$ cat config.mk
export PLATFORM = sky130hd
export DESIGN_NAME = trdb_branch_map
export DESIGN_NICKNAME = d
export VERILOG_FILES = /design/src/rtl/trdb_branch_map.sv
export SDC_FILE = /design/constraint.sdc
export NUM_CORES = 1
export LEC_CHECK = 0
export CAP_MARGIN = 20
export CORE_ASPECT_RATIO = 0.9
export CORE_MARGIN = 2
export CORE_UTILIZATION = 51
export CTS_CLUSTER_SIZE = 14
export DETAILED_ROUTE_END_ITERATION = 10
export PLACE_DENSITY = 0.91
export SYNTH_ARGS = -nofsm -noshare
export SYNTH_HDL_FRONTEND = slang
export SYNTH_SLANG_ARGS = --single-unit
$ cat constraint.sdc
create_clock -name clk_i -period 4.7 [get_ports clk_i]
set_input_delay 1.41 -clock clk_i [delete_from_list [all_inputs] [get_ports clk_i]]
set_output_delay 1.41 -clock clk_i [all_outputs]
set_load 0.005 [all_outputs]
$ cat src/rtl/trdb_branch_map.sv
// Branch-map accumulator: one bit per retired conditional branch (1 = not taken), 1-cycle latency.
// No backpressure: a branch arriving while full is dropped unless flushed the same cycle; TRDB_BRANCH_MAP_OVF_EN adds a sticky overflow flag.
module trdb_branch_map #(
    parameter int MAP_LEN = 31,
    parameter int CNT_W   = $clog2(MAP_LEN + 1)
) (
    input  logic               clk_i,
    input  logic               rst_i,
    input  logic               valid_i,
    input  logic               is_branch_i,
    input  logic               is_branch_taken_i,
    input  logic               flush_i,
    output logic [MAP_LEN-1:0] map_o,
    output logic [CNT_W-1:0]   branches_o,
    output logic               is_full_o,
    output logic               is_empty_o,
    output logic               overflow_o
);

    localparam logic [CNT_W-1:0] MAX_CNT = CNT_W'(MAP_LEN);

    logic [MAP_LEN-1:0] map_q;
    logic [CNT_W-1:0]   cnt_q;
    logic               br;
    logic               nb;
    logic               full;

    assign br   = valid_i & is_branch_i;
    assign nb   = ~is_branch_taken_i;
    assign full = (cnt_q == MAX_CNT);

    // A flush coinciding with a branch starts the next map with that branch.
    always_ff @(posedge clk_i) begin
        if (rst_i) begin
            map_q <= '0;
            cnt_q <= '0;
        end else if (flush_i) begin
            if (br) begin
                map_q <= MAP_LEN'(nb);
                cnt_q <= CNT_W'(1);
            end else begin
                map_q <= '0;
                cnt_q <= '0;
            end
        end else if (br && !full) begin
            map_q[cnt_q] <= nb;
            cnt_q        <= cnt_q + CNT_W'(1);
        end
    end

`ifdef TRDB_BRANCH_MAP_OVF_EN
    logic ovf_q;

    always_ff @(posedge clk_i) begin
        if (rst_i) begin
            ovf_q <= 1'b0;
        end else if (br && !flush_i && full) begin
            ovf_q <= 1'b1;
        end
    end

    assign overflow_o = ovf_q;
`else
    assign overflow_o = 1'b0;
`endif

    assign map_o      = map_q;
    assign branches_o = cnt_q;
    assign is_full_o  = full;
    assign is_empty_o = (cnt_q == '0);

endmodule
# [Word level (Yosys, flattened, before mapping)]
# Cells that the tools add are included.
[totals] ff_bits=36 input_bits=6 output_inout_bits=39 wordCells=22
[op_classes] n_addsub=1 magnitude_cmp=2 n_eq_ne=1 mux=9 bitwise=2 n_reduce_logical=5
[ops] operator="$mux 31" n=2
[ops] operator="$bwmux 31" n=1
[ops] operator="$mux 5" n=2
[ops] operator="$lt 5x6->1 const B" n=1
[ops] operator="$add 5x1->5 const B" n=1
[ops] operator="$demux 1 s5" n=1
[ops] operator="$eq 5x5->1 const B" n=1
[ops] operator="$ge 5x1->1 const B" n=1
[ops] operator="$logic_not 5->1" n=1
[ops] operator="$mux 1" n=3
[ops] operator="$logic_and 1x1->1" n=2
[ops] operator="$reduce_bool 2->1" n=1
[ops] operator="$and 1x1->1" n=1
[ops] operator="$logic_not 1->1" n=1
[ops] operator="$not 1->1" n=1

# [Longest topological paths before layout]
# Gate-level depths: netlist of run 1.
[logic_depth] ltp_word=7 mapped_depth=8 mapped_depth_nobuf=6

# [Worst setup path before layout of run 1]
# Ideal clock, no wire load.
[synth_path] path_kind="register to output" from="reg cnt_q[2] (netlist: branches_o[2])" to="out is_empty_o" arrival_ns=0.979 required_time_ns=3.290 path_slack_ns=2.311 stages_incl_launch_ff=4 path_buffers=1 cell_sequence="dfxtp_1 -> buf_4 -> nor3_2 -> and2_1"
[synth_between] elab_chain_cells=1
[synth_lines] item="from (decl)" line="23" text="logic [CNT_W-1:0] cnt_q;"
[synth_lines] item="from (signal assigned)" line="47" text="cnt_q <= cnt_q + CNT_W'(1);"
[synth_lines] item="$logic_not 5->1" line="70" text="assign is_empty_o = (cnt_q == '0);"
[synth_lines] item="to (decl)" line="16" text="output logic is_empty_o,"
# Every way passes these cells.

# [Worst setup path after layout of run 1]
# Ends and elaborated chain as after synthesis.

==> qor.yml, run 1 <==
status: "finished, final reports clean"
switching_share: 0.214
stdcell_area_um2: 2110
hold_buffers: 0
finalCritPeriodShare: 0.733
syn_nets: 190
clock-sinks: 36
synthDistinctLibCells: 35
fin_util: 0.684
drc: 0
fmax_mhz: 290
track_usage: 0.204
core-area_um2: 3090
crit_type: "register to primary output"
grt_setup_unrepaired: "false"
final.setup.tns_ns: 0
vias: 1442
r2r_setup_slack_ns: 2.55
place_congestion: 0.762
synth_flop_cell: "dfxtp_1"
viasPerCell: 5.75
cts_buffers: 5
cp-end-kind: "primary output"
synth.area.top_cells: "dfxtp_1 (43%), a21oi_1 (9.6%), and3_1 (7.1%), nor3_1 (5.4%), a311oi_1 (4.7%)"
synth_top_area_frac: 0.431
max-slew-margin-rel: 0.425
hp-class: "register to register"
whs_path_depth: 2
post_drt_wl_per_cell_um: 15.0
layout-drive-gt1-share: 0.0861
die_area_um2: 3750
hold_end: "map_o[18]"
drt-total-wl_um: 3760
fin_hold_ws_ns: 0.520
power.density_nw_per_um2: 276
worstMarginPinSlew_ns: 0.859
maxCapViolCount: 0
clk_pin_slew_ns: 0.11
first_iter_violations: 120
p_leak_nw: 0.793
total_power_uw: 584
pwr-share-comb: 0.049
top_usage_layer: "met2"
cts_setup_buffers: 0
synth.ff_latch_count: 36
p_int_uw: 459
hold_viol: 0
cts_max_path_buffers: 2
synth_top_area_cell: "dfxtp_1"
worst-path-max-fanout: 12
die_w_um: 64.3
yosys_warnings: 0
gr-usage-met2: 0.311
reg2reg_to: "map_o[16]"
start_util: 0.540
grt_start_max_net_pins: 35
vdd_drop_max_mv: 0.256
cts_tree: "done"
synth-async-reset-ratio: 0
postPlaceCellArea_um2: 2020
grt_pass1_vias: 1191
rows: 19
reg2reg_depth: 6
clockRootBuffer: "clkbuf_4"
drtPass1Iterations: 7
use_met3: 0.0402
hpwl_um: 2490
fin_skew_ns: 0.00303
antenna_found_initial: 0
sequentialPowerShare: 0.527
clk-insertion-delay-late_ns: 0.34
syn_inst: 179
n_antenna_cell: 0
rr_startpoint: "branches_o[0]"
antenna_left: 0
ys_seq_area_frac: 0.431
min_period_ns: 3.45
nets: 219
use_met1: 0.289
switching_power_uw: 125
syn2layout_area_growth_pct: 26.5
port_buffers: 43
slew_violations: 0
htree_num_levels: 2
overflow: 0
finalSetupViolCount: 0
synth.avg_cell_area_um2: 9.33
pin_count: 45
grt_pass1_wl_um: 5910
clkPwrFrac: 0.424
synth-edff-count: 0
die_height_um: 58.3
crit_required_ns: 3.29
arrival_ns: 2.04
min-delay-start: "map_o[18]"
syn-cell-area_um2: 1670
post_cts_resized: 0
cp-start-kind: "register"
## how the worst max path moves through the flow
stage               cells past startpoint          to           from
floorplan                               3  is_empty_o  branches_o[2]
global placement                        3  is_empty_o  branches_o[2]
detailed placement                      3  is_empty_o  branches_o[2]
CTS                                     3  is_empty_o  branches_o[2]
global route                            3  is_empty_o  branches_o[2]
finish                                  3  is_empty_o  branches_o[2]
## routing by layer
| metal | vias to the layer above | share of wire |
|---|---|---|
| li1 | 714 | - |
| met1 | 671 | 0.47 |
| met2 | 53 | 0.46 |
| met3 | 4 | 0.065 |
| met4 | 0 | 0.0082 |
| met5 | - | 0 |
## metrics by stage
| step | setup WS (ns) | instances |
|---|---|---|
| final | 1.25 | 251 |
| after global routing | 1.13 | 251 |
| after CTS | 1.25 | 251 |
| after detailed placement | 1.63 | 243 |
| after global placement | 1.66 | 243 |
| after floorplan | 2.31 | 179 |
## state kept, by name (all words and copies together), names as in the netlist
signal and cells:
map_o 31, branches_o 5
## final cells by class
type,instances,area [um2]
inverter,2,7.51
fill,262,977
timing repair buffer,43,430
tap,42,52.6
clock buffer,7,65.1
sequential,36,721
multi-input combinational,120,807
clock inverter,1,30.0
## cells in the final DEF, fill, tap and decap left out
cell type	instances
a211oi_1	5
a21bo_2	1
a21o_1	1
a21oi_1	32
a311oi_1	9
and2_1	1
and2_4	1
and3_1	19
and3_2	1
and3b_1	1
and3b_2	2
and4b_1	4
bufinv_16	1
clkbuf_4	5
clkbuf_8	2
clkdlybuf4s50_1	43
conb_1	1
dfxtp_1	36
ha_1	5
inv_1	2
mux2i_1	2
nand2b_1	1
nand3_1	2
nand3b_1	1
nor2_1	4
nor3_1	18
nor3_2	1
nor3b_2	2
nor3b_4	1
o211ai_1	1
o21ai_0	1
or2_2	1
or3_1	1
xnor2_1	1
## power groups by stage
stage	registers, mW	clock network [mW]	logic, mW
finish	0.308	0.248	0.0287
global route	0.308	0.263	0.0310
CTS	0.308	0.249	0.0283
detailed placement	0.315	0	0.0281
global placement	0.314	0	0.0274
floorplan	0.314	0	0.0195
## synth_stat cells, types with 4 or more instances
library cell   n
buf_6          4
a311oi_1       9
a211oi_1       5
nor3_1        18
buf_2          8
ha_1           5
clkbuf_1       4
and4b_1        4
dfxtp_1       36
buf_4          4
and3_1        19
a21oi_1       32
nor2_1         4
## critical path, cell delays in order, from the launching register on
cell and delay (ns):
dfxtp_1 0.45, nor3_2 0.54, and2_1 0.21, clkdlybuf4s50_1 0.49
## logic make-up (layout without fill, tap and decap cells)
family          after synthesis  after routing  synth area share
compound gates               50             50             0.184
xor+xnor                      1              1           0.00524
mux                           2              2            0.0120
other cells                   1              1           0.00225
buf+inv                      23             53            0.0854
flops                        36             36             0.431
fa+ha+maj                     5              5            0.0375
simple gates                 61             61             0.243
No activity file was read; power rests on OpenSTA's default activity.
==> run 2, diff against run 1 <==
- CORE_UTILIZATION: 51 -> 47
- PLACE_DENSITY: 0.91 -> 0.85
- clock period: 4.7 -> 3.6 ns (I/O delays scaled with it)
==> run 2 against run 1 <==
Effect of this change: flip-flop and latch count unchanged; register-to-register slack worse by 1.1 ns; routed wire length fell by 3.1%; worst hold slack lost 0.0076 ns; critical endpoint unchanged; clock power up 44%; critical path depth unchanged; die area up 7.9%; via count is 3.5% lower; combinational power rose by 31%; power is 36% higher; clock skew up 0.0078 ns.
==> qor.yml, run 2 (synthesis gave the netlist of run 1 again) <==
status: "finished, final reports clean"
p_leak_nw: 0.795
min-delay-start: "map_o[18]"
clockRootBuffer: "clkbuf_8"
layout-drive-gt1-share: 0.0861
cts_setup_buffers: 0
vias: 1392
clock-sinks: 36
maxCapViolCount: 0
fin_skew_ns: 0.0109
crit_start: "branches_o[2]"
grt_pass1_vias: 1153
cp-end-kind: "primary output"
syn2layout_area_growth_pct: 27.6
hold_viol: 0
core-area_um2: 3380
grt_setup_unrepaired: "false"
crit_required_ns: 2.52
viasPerCell: 5.50
max-slew-margin-rel: 0.426
grt_pass1_wl_um: 5750
worstMarginPinSlew_ns: 0.858
cp-start-kind: "register"
final_cell_mix: "clkdlybuf4s50_1 (43), dfxtp_1 (36), a21oi_1 (32)"
nets: 219
final_common_cell: "clkdlybuf4s50_1"
first_iter_violations: 125
place_congestion: 0.832
worst-path-max-fanout: 12
overflow: 0
grt_start_max_net_pins: 35
track_usage: 0.195
clk_pin_slew_ns: 0.07
rows: 20
drtPass1Iterations: 4
cts_buffers: 5
finalSetupViolCount: 0
total_power_uw: 795
antenna_found_initial: 0
crit_type: "register to primary output"
final.setup.tns_ns: 0
finalCritPeriodShare: 0.836
hold_buffers: 0
clk-insertion-delay-late_ns: 0.30
fmax_mhz: 332
hp-class: "register to register"
antenna_left: 0
die_w_um: 66.8
vdd_drop_max_mv: 0.233
die_height_um: 60.6
drc: 0
largest_reg_flops: 31
hpwl_um: 2360
pin_count: 45
power.density_nw_per_um2: 373
cts_max_path_buffers: 2
slew_violations: 0
die_area_um2: 4050
arrival_ns: 1.93
n_antenna_cell: 0
drt-total-wl_um: 3650
post_cts_resized: 0
cts_tree: "done"
port_buffers: 43
post_drt_wl_per_cell_um: 14.4
min_period_ns: 3.01
rr_startpoint: "branches_o[0]"
start_util: 0.494
htree_num_levels: 2
run 2: changes by cell type in the layout (fill, tap and decap cells not counted), sizes merged:
cell / previous run / this run
clkbuf: 7 / 5
clkinv: 0 / 1
clkinvlp: 0 / 1
run 2: report_power, final:
part           switching (mW)  internal [mW]  total [mW]
clock network           0.151          0.205       0.356
registers             0.00189          0.400       0.401
logic                  0.0225         0.0152      0.0377
run 2: layout make-up:
class,count,area [um2]
inverters,2,7.51
multi-input cells,120,807
flip-flops and latches,36,721
repair buffers,43,430
clock inverters,3,42.5
clock buffers,5,68.8
well taps,44,55.1
fillers,285,1250
run 2: worst max-delay path: stages, from the launching register on:
cell and delay, ns:
dfxtp_1 0.45, nor3_2 0.48, and2_1 0.21, clkdlybuf4s50_1 0.50
run 2: final timing paths:
kind | endpoint | slack (ns) | depth (start not counted)
max | is_empty_o | 0.59 | 3
min | map_o[18] | 0.51 | 2
max reg2reg | map_o[29] | 1.49 | 6
min reg2reg | map_o[18] | 0.51 | 2
run 2: through the flow:
stage	hold WS (ns)	instances	instance area, um2	setup WS, ns	util
finish	0.513	253	2130	0.592	0.631
global route	0.549	253	2130	0.472	0.631
detailed placement	0.507	245	2020	0.874	0.598
CTS	0.516	253	2130	0.591	0.631
floorplan	0.503	179	1670	1.54	-
global placement	0.499	245	2020	0.928	0.598
run 2: per-layer routing:
metal / track usage / vias to the layer above / part of all wire
li1: - / 714 / -
met1: 0.271 / 633 / 0.48
met2: 0.279 / 38 / 0.44
met3: 0.0445 / 7 / 0.061
met4: 0.114 / 0 / 0.023
met5: 0 / - / 0
